==> config.mk <==
export PLATFORM = sky130hd
export DESIGN_NAME = bcd_converter
export DESIGN_NICKNAME = d
export VERILOG_FILES = /design/src/rtl/bcd_converter.sv
export SDC_FILE = /design/constraint.sdc
export NUM_CORES = 1
export LEC_CHECK = 0
export BUFFER_PORTS_ARGS = -buffer_cell sky130_fd_sc_hd__buf_4
export CAP_MARGIN = 25
export CORE_UTILIZATION = 49
export DETAILED_ROUTE_END_ITERATION = 10
export GPL_ROUTABILITY_DRIVEN = 0
export GPL_TIMING_DRIVEN = 0
export PLACE_DENSITY = 0.74
export SLEW_MARGIN = 10
export SYNTH_ARGS = -nofsm -noshare
export SYNTH_HDL_FRONTEND = slang
export SYNTH_SLANG_ARGS = --single-unit
==> constraint.sdc <==
create_clock -name clock -period 1.5 [get_ports clock]
set_input_delay 0.15 -clock clock [delete_from_list [all_inputs] [get_ports clock]]
set_output_delay 0.15 -clock clock [all_outputs]
set_load 0.01 [all_outputs]
==> src/rtl/bcd_converter.sv <==
// Sequential 8-bit binary to BCD converter (shift-and-add-3) feeding the seven-segment decoder.
// Digits and flags are registered together and change only when a conversion completes.
module bcd_converter (
    input  logic       clock,
    input  logic       reset_n,
    input  logic       Start,
    input  logic [7:0] Value,
    input  logic       Zero_in,
    input  logic       Overflow_in,
    input  logic       Carry_in,
    output logic       Busy,
    output logic       Done,
    output logic [3:0] Units,
    output logic [3:0] Tens,
    output logic [1:0] Hundreds,
    output logic       Zero,
    output logic       Overflow,
    output logic       Carry_out
);

    typedef enum logic [1:0] {
        IDLE  = 2'd0,
        SHIFT = 2'd1,
        DONE  = 2'd2
    } state_t;

    state_t          state_reg;
    state_t          state_next;
    logic [7:0]      bin_reg;
    logic [1:0][3:0] digit_reg;     // [0] = units, [1] = tens
    logic [1:0][3:0] digit_adj;
    logic            hund_lsb_reg;  // scratch H[1] is shifted out every iteration, so only H[0] is kept
    logic [2:0]      cnt_reg;
    logic [2:0]      flag_reg;      // {Zero, Overflow, Carry}
    logic [17:0]     shift_next;

    logic [3:0]      units_reg;
    logic [3:0]      tens_reg;
    logic [1:0]      hund_reg;
    logic [2:0]      out_flag_reg;

    genvar gi;
    generate
        for (gi = 0; gi < 2; gi++) begin : g_adj
            assign digit_adj[gi] = (digit_reg[gi] >= 4'd5) ? digit_reg[gi] + 4'd3 : digit_reg[gi];
        end
    endgenerate

    // {H[1:0], T, U, bin} after correction and one left shift
    assign shift_next = {hund_lsb_reg, digit_adj[1], digit_adj[0], bin_reg, 1'b0};

    always_comb begin
        state_next = state_reg;
        case (state_reg)
            IDLE:    if (Start) state_next = SHIFT;
            SHIFT:   if (cnt_reg == 3'd7) state_next = DONE;
            DONE:    state_next = IDLE;
            default: state_next = IDLE;
        endcase
    end

    always_ff @(posedge clock) begin
        if (!reset_n) begin
            state_reg    <= IDLE;
            bin_reg      <= '0;
            digit_reg    <= '0;
            hund_lsb_reg <= 1'b0;
            cnt_reg      <= '0;
            flag_reg     <= '0;
            units_reg    <= '0;
            tens_reg     <= '0;
            hund_reg     <= '0;
            out_flag_reg <= '0;
        end else begin
            state_reg <= state_next;
            case (state_reg)
                IDLE: begin
                    if (Start) begin
                        bin_reg      <= Value;
                        digit_reg    <= '0;
                        hund_lsb_reg <= 1'b0;
                        cnt_reg      <= '0;
                        flag_reg     <= {Zero_in, Overflow_in, Carry_in};
                    end
                end
                SHIFT: begin
                    bin_reg      <= shift_next[7:0];
                    digit_reg    <= shift_next[15:8];
                    hund_lsb_reg <= shift_next[16];
                    cnt_reg      <= cnt_reg + 3'd1;
                    if (cnt_reg == 3'd7) begin
                        units_reg    <= shift_next[11:8];
                        tens_reg     <= shift_next[15:12];
                        hund_reg     <= shift_next[17:16];
                        out_flag_reg <= flag_reg;
                    end
                end
                default: ;
            endcase
        end
    end

    assign Busy      = (state_reg != IDLE);
    assign Done      = (state_reg == DONE);
    assign Units     = units_reg;
    assign Tens      = tens_reg;
    assign Hundreds  = hund_reg;
    assign Zero      = out_flag_reg[2];
    assign Overflow  = out_flag_reg[1];
    assign Carry_out = out_flag_reg[0];

endmodule

# Word level (Yosys, flattened, before mapping)
# Cells that the tools add are included.
# W data, S select, Z words.
# totals
word_cells,41
input_bits,14
latchBits,0
regBits,38
mem_count,0
mem_bits_rw,0
out_inout_bits,15
rom_bits,0
# classes
div,0
n_mux,13
n_shift,0
add_sub_neg,3
n_mul,0
n_eq_ne,5
n_bitwise,0
n_lt_le_gt_ge,2
n_reduce_logical,7
# op_table
op,count
$pmux W8 S2,2
$mux W8,2
$add A4 B2 Y4 const B,2
$ge A4 B3 Y1 const B,2
$mux W4,2
$reduce_and A2 Y1,4
$pmux W3 S2,1
$mux W2,2
$ne A2 B2 Y1 const B,2
$pmux W2 S2,1
$reduce_bool A2 Y1,2
$add A3 B1 Y3 const B,1
$eq A3 B3 Y1 const B,1
$mux W3,1
$eq A2 B1 Y1 const B,1
$eq A2 B2 Y1 const B,1
$logic_not A2 Y1,1
$pmux W1 S2,1
$mux W1,1

# Longest topological paths before layout
# logic_depth
depth_word,3
ltp_mapped,7

# Worst setup path after synthesis
# No wires, ideal clock.
# synth_path
kind,reg2reg
start,register digit_reg[0] (netlist bit)
end,register digit_reg[2] (netlist bit)
setup_ns,0.074
arrival_ns,1.372
slack_ns,0.054
path_stages_with_launch,7
path_cell_list,dfxtp_1 -> inv_1 -> ha_1 -> nand2b_1 -> a21oi_1 -> mux2_2 -> o21ai_0
# synth_between
elab_chain_cells,3
word_cells_on_any_way,4
# synth_lines
item,line,text
start: declaration,30,logic [1:0][3:0] digit_reg;
start signal: assignment,88,digit_reg <= shift_next[15:8];
$add A4 B2 Y4 or $ge A4 B3 Y1 (tied branches),45,assign digit_adj[gi] = (digit_reg[gi] >= 4'd5) ? digit_reg[gi] + 4'd3 : digit_reg[gi];
$mux W4 (*),45,
$pmux W8 S2 (*),76,case (state_reg)
# Every way passes the cells marked *; elsewhere a longest branch is shown, timed or not.
# A chain may end at the register's enable or synchronous reset.

# Worst setup path after layout
# layout_path
start,register digit_reg[5] (netlist bit)
end,"register tens_reg[2], in the netlist Tens[2]"
# layout_between
elab_chain_cells,2
word_cells_on_any_way,3
# layout_lines
item,line,text
$add A4 B2 Y4 or $ge A4 B3 Y1 (tied branches),45,
$mux W4 (*),45,
end signal: assignment,93,tens_reg <= shift_next[15:12];
end: declaration,38,logic [3:0] tens_reg;
# Marked as above.

==> results.json <==
{
  "finalHoldViolCount": 0,
  "synth_cell_type_count": 30,
  "chipHeight_um": 61.0,
  "synth_cells": 189,
  "diodes": 0,
  "dpl-instance-area_mm2": 0.00197,
  "vias": 1444,
  "core.rowCount": 21,
  "critPathRequiredTime_ns": 1.78,
  "hpwlAfterDp_mm": 2.53,
  "period_share_pct": 96.2,
  "p_leak_nw": 0.833,
  "num_io_pins": 29,
  "drtPass1Iterations": 5,
  "finalSetupViolCount": 0,
  "cts_tree": "yes",
  "port_buffers": 27,
  "fin_cells": 272,
  "grt_max_degree": 11,
  "final_area_mm2": 0.00211,
  "antenna_found_initial": 0,
  "hold_ws_ns": 0.0504,
  "holdBufCountCts": 0,
  "syn_area_per_cell_um2": 9.03,
  "drive_gt1_share_pct": 31.9,
  "max_freq_ghz": 0.693,
  "die_x_um": 61.0,
  "hp-class": "in -> reg",
  "yosysWarnings": 0,
  "grt_usage_pct": 21.3,
  "drc": 0,
  "end_kind": "flip-flop",
  "clockRootBuffer": "clkbuf_4",
  "drtAntennaViolNets": 0,
  "core_mm2": 0.00334,
  "finalSetupTns_ns": 0,
  "dieArea_mm2": 0.00372,
  "p_total_mw": 1.74,
  "initial_core_util_pct": 51.1,
  "pre_cts_ws_ns": -0.147,
  "drt-initial-drc-count": 75,
  "clockPowerShare_pct": 28.0,
  "via_per_inst": 5.31,
  "numClockSinks": 38,
  "outcome": "complete, no violations",
  "final_nets": 246,
  "grt_pass1_wl_mm": 5.67,
  "p_switching_uw": 436,
  "clk_path_buf_depth": 2,
  "synth_ff_type": "dfxtp_1",
  "grt_overflow": 0,
  "n_fill_cell": 322,
  "netlist_area_mm2": 0.00171,
  "synth_seq_cells": 38,
  "vdd_drop_max_v": 0.000534,
  "seqPwrFrac_pct": 60.5,
  "p_sw_share_pct": 25.0,
  "wl_mm": 3.53,
  "crit_arrival_ns": 1.72,
  "final_util_pct": 63.3,
  "start_kind": "flip-flop",
  "grt_pass1_vias": 1269,
  "seq_area_frac_synth_pct": 44.6,
  "intPower_mw": 1.31,
  "synth_edf_count": 0,
  "comb_power_share_pct": 11.4,
  "cts-buffers-inserted": 5,
  "async_reset_ff_share_pct": 0,
  "htreeDepth": 2,
  "slew_violations": 0,
  "maxCapViolations": 0,
  "powerDensity_mw_per_mm2": 826,
  "critPathMaxFanout": 3,
  "layout_min_cycle_time_ns": 1.44,
  "syn-num-nets": 209,
  "clock_skew_ns": 0.0116,
  "area_growth_pct": 23.8,
  "clkSlewWorstSetupHoldPaths_ns": 0.11,
  "maxSlewHeadroom_pct": 69.1,
  "wire_per_inst_um": 13.0,
  "dp.cells": 262,
  "critPathKind": "reg -> reg",
  "max_slew.worst_pin.slew_ns": 0.464,
  "setup_slack_ns": 0.0569,
  "clk_latency_ns": 0.34
}
layout by cell type (no fill, tap or decap), drive strengths merged:
cell / synthesis / final
a311oi: 7 / 7
nor3b: 4 / 4
mux2i: 4 / 4
ha: 6 / 6
nand3: 12 / 12
nand2b: 3 / 3
a22oi: 4 / 4
dfxtp: 38 / 38
nor3: 3 / 3
mux2: 2 / 2
inv: 8 / 8
and2b: 1 / 1
a21oi: 18 / 18
xnor2: 2 / 2
o21ai: 18 / 18
nor2b: 3 / 3
buf: 7 / 37
nor2: 18 / 18
nand2: 27 / 27
clkbuf: 2 / 9
or2: 2 / 2
kinds of logic after synthesis:
kind of cell	after synthesis	synth area share, %
AO/OA/AOI/OAI	47	19.1
buffers and inverters	17	5.65
AND/OR/NAND/NOR	73	21.6
adder cells (fa/ha/maj)	6	4.40
multiplexers	6	3.67
XOR/XNOR	2	1.03
flip-flops	38	44.6
Yosys cell counts (3+ instances only):
cell type  number  share of area, %
dfxtp_1        38                45
nand2_1        27               5.9
a21oi_1        18               5.3
o21ai_0        17               5.0
nor2_1         14               3.1
nand3_1        12               3.5
inv_1           8               1.8
a311oi_2        7               6.2
ha_1            6               4.4
buf_6           4               2.6
mux2i_1         4               2.3
nor3b_1         4               1.8
nor3_1          3              0.88
metal layers:
layer  GRT usage (%)  wire [µm]
met1            26.2       1530
met2            34.4       1810
met3            7.98        171
met4            7.79         27
met5               0          0
cell type report:
class	count	area (µm²)	share of cell area (%)
Multi-Input combinational cell	134	917	43.4
Sequential cell	38	764	36.2
Timing Repair Buffer	30	225	10.7
Buffer	9	72.6	3.44
Tap cell	46	57.6	2.73
Clock buffer	7	45.0	2.13
Inverter	8	30.0	1.42
power by group through the flow:
stage | registers [mW] | logic (mW) | clock network, mW
finish | 1.06 | 0.200 | 0.489
global route | 1.06 | 0.219 | 0.544
CTS | 1.06 | 0.199 | 0.497
detailed placement | 1.08 | 0.196 | 0
global placement | 1.08 | 0.190 | 0
floorplan | 1.07 | 0.139 | 0
critical path: stages (launching register included):
cell      delay [ns]
dfxtp_2         0.36
inv_2           0.06
ha_1            0.18
nand2b_4        0.15
a21oi_2         0.18
mux2_4          0.33
o21ai_1         0.12
final timing paths:
kind	end	cells after the start	startpoint	slack, ns
worst max-delay path	Tens[2]$_SDFFE_PN0P_	6	digit_reg[5]$_SDFFE_PN0P_	0.06
worst min-delay path	flag_reg[1]$_SDFFE_PN0P_	3	Overflow_in	0.05
worst max register to register	Tens[2]$_SDFFE_PN0P_	6	digit_reg[5]$_SDFFE_PN0P_	0.06
worst min register to register	out_flag_reg[0]$_SDFFE_PN0P_	2	flag_reg[0]$_SDFFE_PN0P_	0.46
timing repair:
item | in CTS | in global routing
pin swaps | 2 | 2
endpoints found under the setup margin | 5 | 14
gates resized for setup | 12 | 12
setup buffers | 2 | 1
endpoints found under the hold margin | 0 | 0
Note: power is estimated with default switching activity, not from simulation.
